$ cat src/rtl/pwm_sample_fifo.sv
// Sample FIFO feeding the PWM threshold register.
// A reloadable timer paces pops; RATE==0 writes samples straight through.
module pwm_sample_fifo #(
  parameter int PWMBITS  = 8,
  parameter int DEPTH    = 4,
  parameter int RATEBITS = 10
) (
  input  logic                     CLK,
  input  logic                     nRESET,
  input  logic                     WR,
  input  logic [PWMBITS-1:0]       WDATA,
  input  logic [RATEBITS-1:0]      RATE,
  input  logic                     FLUSH,
  output logic [PWMBITS-1:0]       PWMD,
  output logic [$clog2(DEPTH):0]   LEVEL,
  output logic                     FULL,
  output logic                     EMPTY,
  output logic                     UNDERRUN,
  output logic                     OVERRUN,
  output logic                     TICK
);

  localparam int AW = $clog2(DEPTH);
  localparam int LW = AW + 1;

  logic [RATEBITS-1:0] cnt_q, cnt_d;
  logic [AW-1:0]       wptr_q, wptr_d;
  logic [AW-1:0]       rptr_q, rptr_d;
  logic [LW-1:0]       level_q, level_d;
  logic [PWMBITS-1:0]  pwmd_q, pwmd_d;
  logic                und_q, und_d;
  logic                ovr_q, ovr_d;
  logic [PWMBITS-1:0]  mem_q [DEPTH];

  logic bypass;
  logic tick;
  logic full;
  logic empty;
  logic pop;
  logic push;

  assign bypass = (RATE == '0);
  assign full   = (level_q == LW'(DEPTH));
  assign empty  = (level_q == '0);
  // Gated by reset so TICK reads 0 while held in reset.
  assign tick   = nRESET && !bypass
                  && (cnt_q == '0);

  always_comb begin
    cnt_d   = cnt_q;
    wptr_d  = wptr_q;
    rptr_d  = rptr_q;
    level_d = level_q;
    pwmd_d  = pwmd_q;
    und_d   = und_q;
    ovr_d   = ovr_q;
    pop     = 1'b0;
    push    = 1'b0;
    if (FLUSH) begin
      cnt_d   = RATE;
      wptr_d  = '0;
      rptr_d  = '0;
      level_d = '0;
      und_d   = 1'b0;
      ovr_d   = 1'b0;
    end else if (bypass) begin
      if (cnt_q != '0)
        cnt_d = cnt_q - RATEBITS'(1);
      if (WR)
        pwmd_d = WDATA;
    end else begin
      cnt_d = tick ? RATE
                   : cnt_q - RATEBITS'(1);
      pop   = tick && !empty;
      push  = WR && (!full || pop);
      if (tick && empty)
        und_d = 1'b1;
      if (WR && full && !pop)
        ovr_d = 1'b1;
      if (pop) begin
        pwmd_d = mem_q[rptr_q];
        rptr_d = rptr_q + AW'(1);
      end
      if (push)
        wptr_d = wptr_q + AW'(1);
      if (push && !pop)
        level_d = level_q + LW'(1);
      else if (pop && !push)
        level_d = level_q - LW'(1);
    end
  end

  always_ff @(posedge CLK or negedge nRESET) begin
    if (!nRESET) begin
      cnt_q   <= '0;
      wptr_q  <= '0;
      rptr_q  <= '0;
      level_q <= '0;
      pwmd_q  <= '0;
      und_q   <= 1'b0;
      ovr_q   <= 1'b0;
    end else begin
      cnt_q   <= cnt_d;
      wptr_q  <= wptr_d;
      rptr_q  <= rptr_d;
      level_q <= level_d;
      pwmd_q  <= pwmd_d;
      und_q   <= und_d;
      ovr_q   <= ovr_d;
    end
  end

  always_ff @(posedge CLK or negedge nRESET) begin
    if (!nRESET) begin
      for (int i = 0; i < DEPTH; i++)
        mem_q[i] <= '0;
    end else if (push) begin
      mem_q[wptr_q] <= WDATA;
    end
  end

  assign PWMD     = pwmd_q;
  assign LEVEL    = level_q;
  assign FULL     = full;
  assign EMPTY    = empty;
  assign UNDERRUN = und_q;
  assign OVERRUN  = ovr_q;
  assign TICK     = tick;

endmodule

$ cat config.mk
export PLATFORM = sky130hd
export DESIGN_NAME = pwm_sample_fifo
export DESIGN_NICKNAME = d
export VERILOG_FILES = /design/src/rtl/pwm_sample_fifo.sv
export SDC_FILE = /design/constraint.sdc
export NUM_CORES = 1
export LEC_CHECK = 0
export ABC_CLOCK_PERIOD_IN_PS = 4100
export BUFFER_PORTS_ARGS = -buffer_cell sky130_fd_sc_hd__buf_4
export CORE_MARGIN = 1
export CORE_UTILIZATION = 62
export CTS_CLUSTER_DIAMETER = 200
export DETAILED_ROUTE_END_ITERATION = 7
export GPL_TIMING_DRIVEN = 0
export PLACE_DENSITY = 0.85
export SYNTH_ARGS = -nofsm -noshare
export SYNTH_HDL_FRONTEND = slang
export SYNTH_SLANG_ARGS = --single-unit
export TNS_END_PERCENT = 1
$ cat constraint.sdc
create_clock -name CLK -period 4.1 [get_ports CLK]
set_clock_uncertainty 0.1 [all_clocks]
set_input_delay 0.205 -clock CLK [delete_from_list [all_inputs] [get_ports CLK]]
set_output_delay 0.205 -clock CLK [all_outputs]
set_load 0.01 [all_outputs]
After elaboration in Yosys (flattened, before gate mapping)
Index checks and enable logic that the tools add are counted.
Widths: inputs -> output; s select.

storage, ports and cells
  bits in writable memories = 0
  latch bits = 0
  input port bits = 22
  memories = 0
  ROM bits = 0
  bits in registers = 59

cells by class
  $mul = 0
  bitwise gates (word level) = 3
  shifts and indexed selects = 0
  equality and inequality tests = 4
  reduce and logical (&&, ||, !) cells = 32
  add/sub/neg operators = 5
  order comparisons = 3
  muxes and demuxes = 31
  div/mod/pow operators = 0

operators by type and width
  kind                   number
  $mux 8                 6
  $mux 10                4
  $bwmux 32              1
  $logic_not 10->1       2
  $bmux 8 s2             1
  $demux 8 s2            1
  $mux 2                 6
  $mux 3                 4
  $logic_and 1x1->1      10
  $reduce_and 2->1       5
  $reduce_bool 10->1     1
  $reduce_bool 2->1      5
  $sub 10x1->10 const B  1
  $mux 1                 8
  $ge 3x3->1 const B     2
  $not 2->3              2
  $logic_not 1->1        5
  $add 2x1->2 const B    2
  $ne 2x2->1 const B     2
  $add 3x1->3 const B    1
  $eq 3x3->1 const B     1
  $logic_not 3->1        1
  $lt 3x1->1 const B     1
  $ne 3x2->1 const B     1
  other kinds (5)        5

Depth between registers and ports, before layout
Gate-level depths: netlist of the first run.

  depth in word-level cells = 13
  depth in mapped cells = 8
  gate-level depth less buffers = 8

Worst setup path before layout of the first run
OpenSTA, ideal clock, no wires.

  path kind = reg-to-reg
  from = register cnt_q[4]
  to = register mem_q[16] (netlist bit)
  path buffers = 0
  setup time = 0.128 ns
  path slack = 1.767 ns
  clock period less this slack = 2.333 ns
  stages on the path, launching flop included = 7
  arrival = 2.106 ns
  data required time = 3.872 ns
  cell sequence = dfrtp_1 > nor4_4 > nand4_2 > and2_4 > nor4b_4 > nand2_4 > mux2_1

on the way
  word-level cells in the longest chain between the ends = 7

ends and longest elaborated chain
  element                        RTL line  text
  start, declared                26        logic [RATEBITS-1:0] cnt_q, cnt_d;
  start signal, assigned         103       cnt_q <= cnt_d;
  $logic_not 10->1               47        && (cnt_q == '0);
  $logic_and 1x1->1              47
  $logic_and 1x1->1              74        pop = tick && !empty;
  $logic_or 1x1->1               75        push = WR && (!full || pop);
  $logic_and 1x1->1              75
  $mux 1                         66        end else if (bypass) begin
  $mux 1                         59        if (FLUSH) begin
  end signal, assigned by index  116       mem_q[i] <= '0;
  end signal, assigned by index  118       mem_q[wptr_q] <= WDATA;
  end, declared                  33        logic [PWMBITS-1:0] mem_q [DEPTH];

Every way passes these cells.
A chain may end at the register's enable or synchronous reset.

Worst setup path in the final report of the first run
  from = input nRESET
  to = register mem_q[16] (netlist bit)

on the way
  word-level cells in the longest chain between the ends = 7

ends and longest elaborated chain
  element            RTL line  text
  start, declared    9         input logic nRESET,
  $logic_and 1x1->1  46        assign tick = nRESET && !bypass
  $logic_and 1x1->1  47
  $logic_and 1x1->1  74
  $logic_or 1x1->1   75
  $logic_and 1x1->1  75
  $mux 1             66
  $mux 1             59

Every way passes these cells.

==> metrics.txt, run 1 <==
status complete, no violations; flip-flop and latch count after synthesis between 50 and 60; Sw Share 0.271; Area contributors post-synth dfrtp_1, mux2_2, mux4_2; GRT Util Overall 0.274; Placer Congestion 0.937; sum of buffers and inverters on the critical path 2; DRT Pass-1 Iters 6; # rows 24; Syn. warnings 0; sequential area share after synthesis 0.500; Slew Limit Fails 0; cell chain of the critical path dlygate4sd3_1, buf_4, nand4_2, and2_4, nor4b_4, nand2_4, mux2_1; cell internal pwr approximately 1.2 mW; startpoint types primary input; clock root buffer clkbuf_8; Worst R2R Setup Slack 1.43 ns; maximum fanout along the worst path 62; Flop pwr share 0.487; Setup crit end kind flop; total power per unit cell area about 480 nW/µm²; post-route ant nets 0; Die X around 70 µm; simple-gate share of the synthesized area 0.187; fmax around 350 MHz; final setup fails 0; detailed placement HPWL between 4 and 5 mm; count leader, synth dfrtp_1; mux share of post-synthesis cell area 0.186; CTS tree done; Crit-path slowest cell buf_4; Comb power frac 0.215; Initial DRC Count 150; largest net degree at the start of global routing between 60 and 70; critical path's top delay family simple AND/OR/NAND/NOR gates; Worst-path clk slew roughly 0.060 ns; unrepaired setup endpoints after global routing false; Mapped Area between 2000 and 3000 µm²; Die ar. slightly above 5000 µm²; DR WL/cell about 17 µm; Worst Tran Pin Value roughly 0.93 ns; GRT overflow 0; Synth Area in Adders 0.0322; vias in the first global route about 2200; period utilisation layout 0.696; cell count after synthesis between 200 and 300; CORE AREA between 4000 and 5000 µm²; antenna violations before repair 0; dominant cell type by area after synthesis dfrtp_1; Hold Path Class in2reg; post-route DRC violation count 0; share of cells above drive strength 1 0.297; initial core utilization 0.661; max cap viols 0; Final Hold Fails 0; TritonCTS buffer count 9; fin crit period ~2.9 ns; ant diodes 0; Clk pwr share 0.298; largest family of logic cells by synthesized area simple AND/OR/NAND/NOR gates; post-synth top area share 0.500; Slew HR 0.371; Post-Place Cells between 300 and 400; Ports 38; commonest cells in the netlist dfrtp_1, nor2_1, mux2_2, nor3_1, mux2_1; NetSw 0.459 mW; post-route insts no fill around 360; # nets final 332; fraction of registers with async set/reset 1.00; worst-case clock buffer depth 2; Post-synth EDFFs 0; synth unique cells between 40 and 50; critical path data arrival time approximately 3.0 ns; maximum VDD drop 0.000366 V; Syn-to-layout area delta 19.0%; worst path required time roughly 4.2 ns; first-pass GRT wire length approximately 10 mm; port bufs 37; post-cts sizing count 0; Post-Route Setup TNS 0 ns; vias per cell between 5 and 6; kind of critical path in2reg; dominant synthesized flop cell dfrtp_1; drt total wl ~6 mm; Post-Synth XOR/XNOR Area 0.0267; DIE HEIGHT between 70 and 80 µm; Lkg Pwr ~1.7 nW; via count 2109; area fraction in compound gates after synthesis 0.0491; clock sink count ~60; Avg Synthesized Cell Area between 10 and 15 µm²; H-Tree Level Count 3; syn_nets roughly 280; Largest stage delay, worst path 0.60 ns; clk_lat worst skew 0.34 ns
==> through the flow <==
| step | power, mW | hold WS, ns | utilization | cell area [µm²] | setup slack, ns |
|---|---|---|---|---|---|
| floorplan | 1.07 | -0.191 | - | 2960 | 1.77 |
| global placement | 1.17 | 0.225 | 0.737 | 3300 | 1.21 |
| detailed placement | 1.20 | 0.226 | 0.739 | 3310 | 1.39 |
| CTS | 1.71 | 0.00250 | 0.786 | 3520 | 1.20 |
| global route | 1.79 | 0.00765 | 0.786 | 3520 | 1.01 |
| finish | 1.70 | 0.0128 | 0.786 | 3520 | 1.25 |
==> routing by layer <==
metal	wire (µm)	GRT usage
met2	2940	0.431
met4	130	0.129
met1	2640	0.345
met3	236	0.0954
met5	0	0
==> final cells by class <==
type	count	area, µm²
buffer	7	27.5
clock buffer	11	141
clock inverter	3	40.0
fill	285	957
inverter	8	30.0
multi-input combinational	178	1430
sequential	59	1480
tap	52	65.1
timing repair buffer	40	308
==> final timing paths <==
check | start | to | cells past startpoint
max in group asynchronous | nRESET | mem_q[2] | 2
setup / recovery | nRESET | mem_q[16] | 7
hold reg to reg | mem_q[2] | mem_q[2] | 1
setup reg to reg | cnt_q[4] | mem_q[16] | 6
min in group asynchronous | nRESET | LEVEL[1] | 2
hold / removal | WDATA[1] | mem_q[25] | 2
==> cell families (layout without fill, tap and decap cells) <==
| logic type | Yosys count | after routing |
|---|---|---|
| buffers and inverters | 15 | 69 |
| and+or+nand+nor | 98 | 98 |
| DFF | 59 | 59 |
| AOI/OAI and AO/OA | 23 | 23 |
| adders and majority gates | 7 | 7 |
| xor gates and xnor gates | 9 | 9 |
| muxes | 41 | 41 |
==> timing repair <==
action	in CTS	in global routing
endpoints found under the setup margin	0	0
hold endpoints to repair	61	0
hold buffers	3	0
setup buffers	0	0
==> cell usage in the layout, fill, tap and decap left out, types with 5 or more instances in the layout <==
cell type,instances
mux2_1,12
mux4_2,8
nor3_1,14
clkbuf_1,6
mux2_2,20
o22ai_1,8
nor2_1,44
inv_1,8
dfrtp_1,59
clkbuf_8,10
xnor2_1,5
ha_1,6
a21oi_1,5
buf_4,37
nand2_1,8
==> state kept, by name, indices dropped and copies added, names as in the netlist <==
register and count:
cnt_q 10, mem_q 32, wptr_q 2, LEVEL 3, rptr_q 2, OVERRUN 1, PWMD 8, UNDERRUN 1
==> power groups by stage <==
stage | sequential, mW | combinational, mW | clock, mW
CTS | 0.824 | 0.369 | 0.513
global placement | 0.822 | 0.344 | 0
floorplan | 0.809 | 0.264 | 0
finish | 0.826 | 0.365 | 0.506
global route | 0.843 | 0.402 | 0.540
detailed placement | 0.834 | 0.361 | 0
No activity file was read; power rests on OpenSTA's default activity.
==> run 2, diff against run 1 <==
ABC_CLOCK_PERIOD_IN_PS = 2500   (was 4100)
CORE_UTILIZATION = 52   (was 62)
PLACE_DENSITY = 0.76   (was 0.85)
clock period = 2.5 ns   (was 4.1 ns; I/O delays follow)
==> run 2 against run 1 <==
Effect of this change:
- routed wire length increased by 4.7%
- total power increased by 74%
- register-to-register slack got worse by 1.4 ns
- critical endpoint is now LEVEL[2]
- clock power increased by 95%
- global-route usage decreased by 4.7 points
- sequential share of layout area decreased by 2.6 points
==> metrics.txt, run 2 (synthesis results as in run 1) <==
status complete, no violations; # rows 27 (+13%); vias per cell 5.55 (-5.8%); post-route setup slack 0.0794 ns (-1.17 ns); Final Power 2.95 mW (+74%); drt total wl 6.22 mm (+4.7%); post-route cell area 3750 µm² (+6.8%); GRT overflow 0 (unchanged); post-route insts no fill 395 (+10%); critical path data arrival time 2.58 ns (-0.40 ns); cell chain of the critical path nor4_4, nand4_1, o211a_1, fa_1, xnor2_1, or3_1, a21oi_1; total power per unit cell area 787 nW/µm² (+63%); commonest non-fill, non-tap cells in the layout dfrtp_1, nor2_1, buf_4; Placer Congestion 0.805 (-14%); ant diodes 0 (unchanged); port bufs 37 (unchanged); Slew Limit Fails 0 (unchanged); post-route DRC violation count 0 (unchanged); worst hold margin 0.0136 ns (+0.000771 ns); Die ar. 5990 µm² (+19%); post-route ant nets 0 (unchanged); Post-Place Cells 361 (+5.9%); Post-DP Area 3330 µm² (+0.76%); largest net degree at the start of global routing 60 (-4.8%); detailed placement HPWL 4.03 mm (+0.41%); Setup WS pre-CTS -0.133 ns (-1.53 ns); # nets final 348 (+4.8%); GRT Util Overall 0.228 (-0.0469); Slew HR 0.365 (-0.00566); maximum fanout along the worst path 4 (-94%); storage element area 1480 µm² (+0.17%); Final Hold Fails 0 (unchanged); TritonCTS buffer count 9 (unchanged); clock sink count 59 (unchanged); worst-case clock buffer depth 2 (unchanged); antenna violations before repair 0 (unchanged); Syn-to-layout area delta 27.1%; fmax 413 MHz; critical path's top delay family simple AND/OR/NAND/NOR gates; worst path required time 2.66 ns (-1.56 ns); max cap viols 0 (unchanged); maximum VDD drop 0.000536 V (+46%); fin crit period 2.42 ns; fin util 0.682 (-0.104); Die X 77.4 µm (+8.9%); max reg flops 32 (unchanged); Largest stage delay, worst path 0.44 ns (-0.16 ns); clk_lat worst skew 0.33 ns (about the same); Hold Path Class in2reg; # fillers 402 (+41%); startpoint types flop; H-Tree Level Count 3 (unchanged); via count 2191 (+3.9%); Lkg Pwr 1.74 nW (+5.5%); DR WL/cell 15.8 µm (-5.1%); Multi-input gate area 1430 µm² (unchanged); DRT Pass-1 Iters 4 (-2); DIE HEIGHT 77.4 µm (+8.9%); Post-Route Setup TNS 0 ns (unchanged); kind of critical path reg2reg; final setup fails 0 (unchanged); initial core utilization 0.537 (-0.124); period utilisation layout 0.968; Setup crit end kind flop; Largest Register mem_q; commonest non-fill, non-tap cell in the layout dfrtp_1; Initial DRC Count 122 (-19%); first-pass GRT wire length 10.3 mm (+2.3%); share of cells above drive strength 1 0.316 (+0.0184); vias in the first global route 2140 (-0.51%); unrepaired setup endpoints after global routing true; Worst Tran Pin Value 0.941 ns (+0.00840 ns); clock root buffer clkbuf_8; Worst-path clk slew 0.07 ns (about the same); Crit-path slowest cell dfrtp_1; sum of buffers and inverters on the critical path 0 (-2); CTS tree done; Ports 38 (unchanged); CORE AREA 5510 µm² (+23%)
==> run 2: cell types whose count changed in the layout (fill, tap and decap cells not counted), moves of 2 or more <==
cell           delta
dfrtp_2           +2
dlygate4sd3_1    +10
buf_4             +5
clkbuf_1          -2
dfrtp_1           -2
==> run 2: layer usage <==
layer  GRT usage  vias up  routed length [µm]
li1            -     1034                   -
met5           0        -                   0
met3      0.0459        8                 249
met2       0.351       50                3110
met1       0.304     1099                2770
met4       0.121        0                  95
==> run 2: layout make-up <==
| type | count | share of cell area |
|---|---|---|
| tap | 72 | 0.0240 |
| clock inverter | 4 | 0.0197 |
| timing repair buffer | 56 | 0.126 |
| inverter | 8 | 0.00800 |
| multi-input combinational | 178 | 0.381 |
| clock buffer | 11 | 0.0403 |
| sequential | 59 | 0.394 |
| buffer | 7 | 0.00766 |
==> run 2: tightest hold or removal path, delay by kind of cell <==
family,cells,cell delay [ns]
AO/OA/AOI/OAI,1,0.07
AND/OR/NAND/NOR,1,0.09
buffers and inverters,1,0.12
==> run 2: worst paths after layout <==
check | start | endpoint | slack, ns | depth (start not counted)
worst max-delay path | cnt_q[8] | LEVEL[2] | 0.08 | 7
worst min-delay path | WR | OVERRUN | 0.01 | 3
worst max register to register | cnt_q[8] | LEVEL[2] | 0.08 | 7
worst min register to register | mem_q[10] | mem_q[10] | 0.40 | 1
max in group asynchronous | nRESET | cnt_q[2] | 1.74 | 3
min in group asynchronous | nRESET | mem_q[21] | 0.28 | 3
==> run 2: what timing repair did <==
| item | in CTS | in global routing |
|---|---|---|
| hold endpoints to repair | 102 | 0 |
| buffers inserted | 1 | 4 |
| pin swaps | 1 | 4 |
| setup endpoints to repair | 32 | 35 |
| hold buffers | 14 | 0 |
| gates resized for setup | 0 | 4 |
==> run 2: where the power goes <==
group,switching [mW],internal [mW]
Clock,0.377,0.610
Sequential,0.149,1.20
Combinational,0.244,0.370
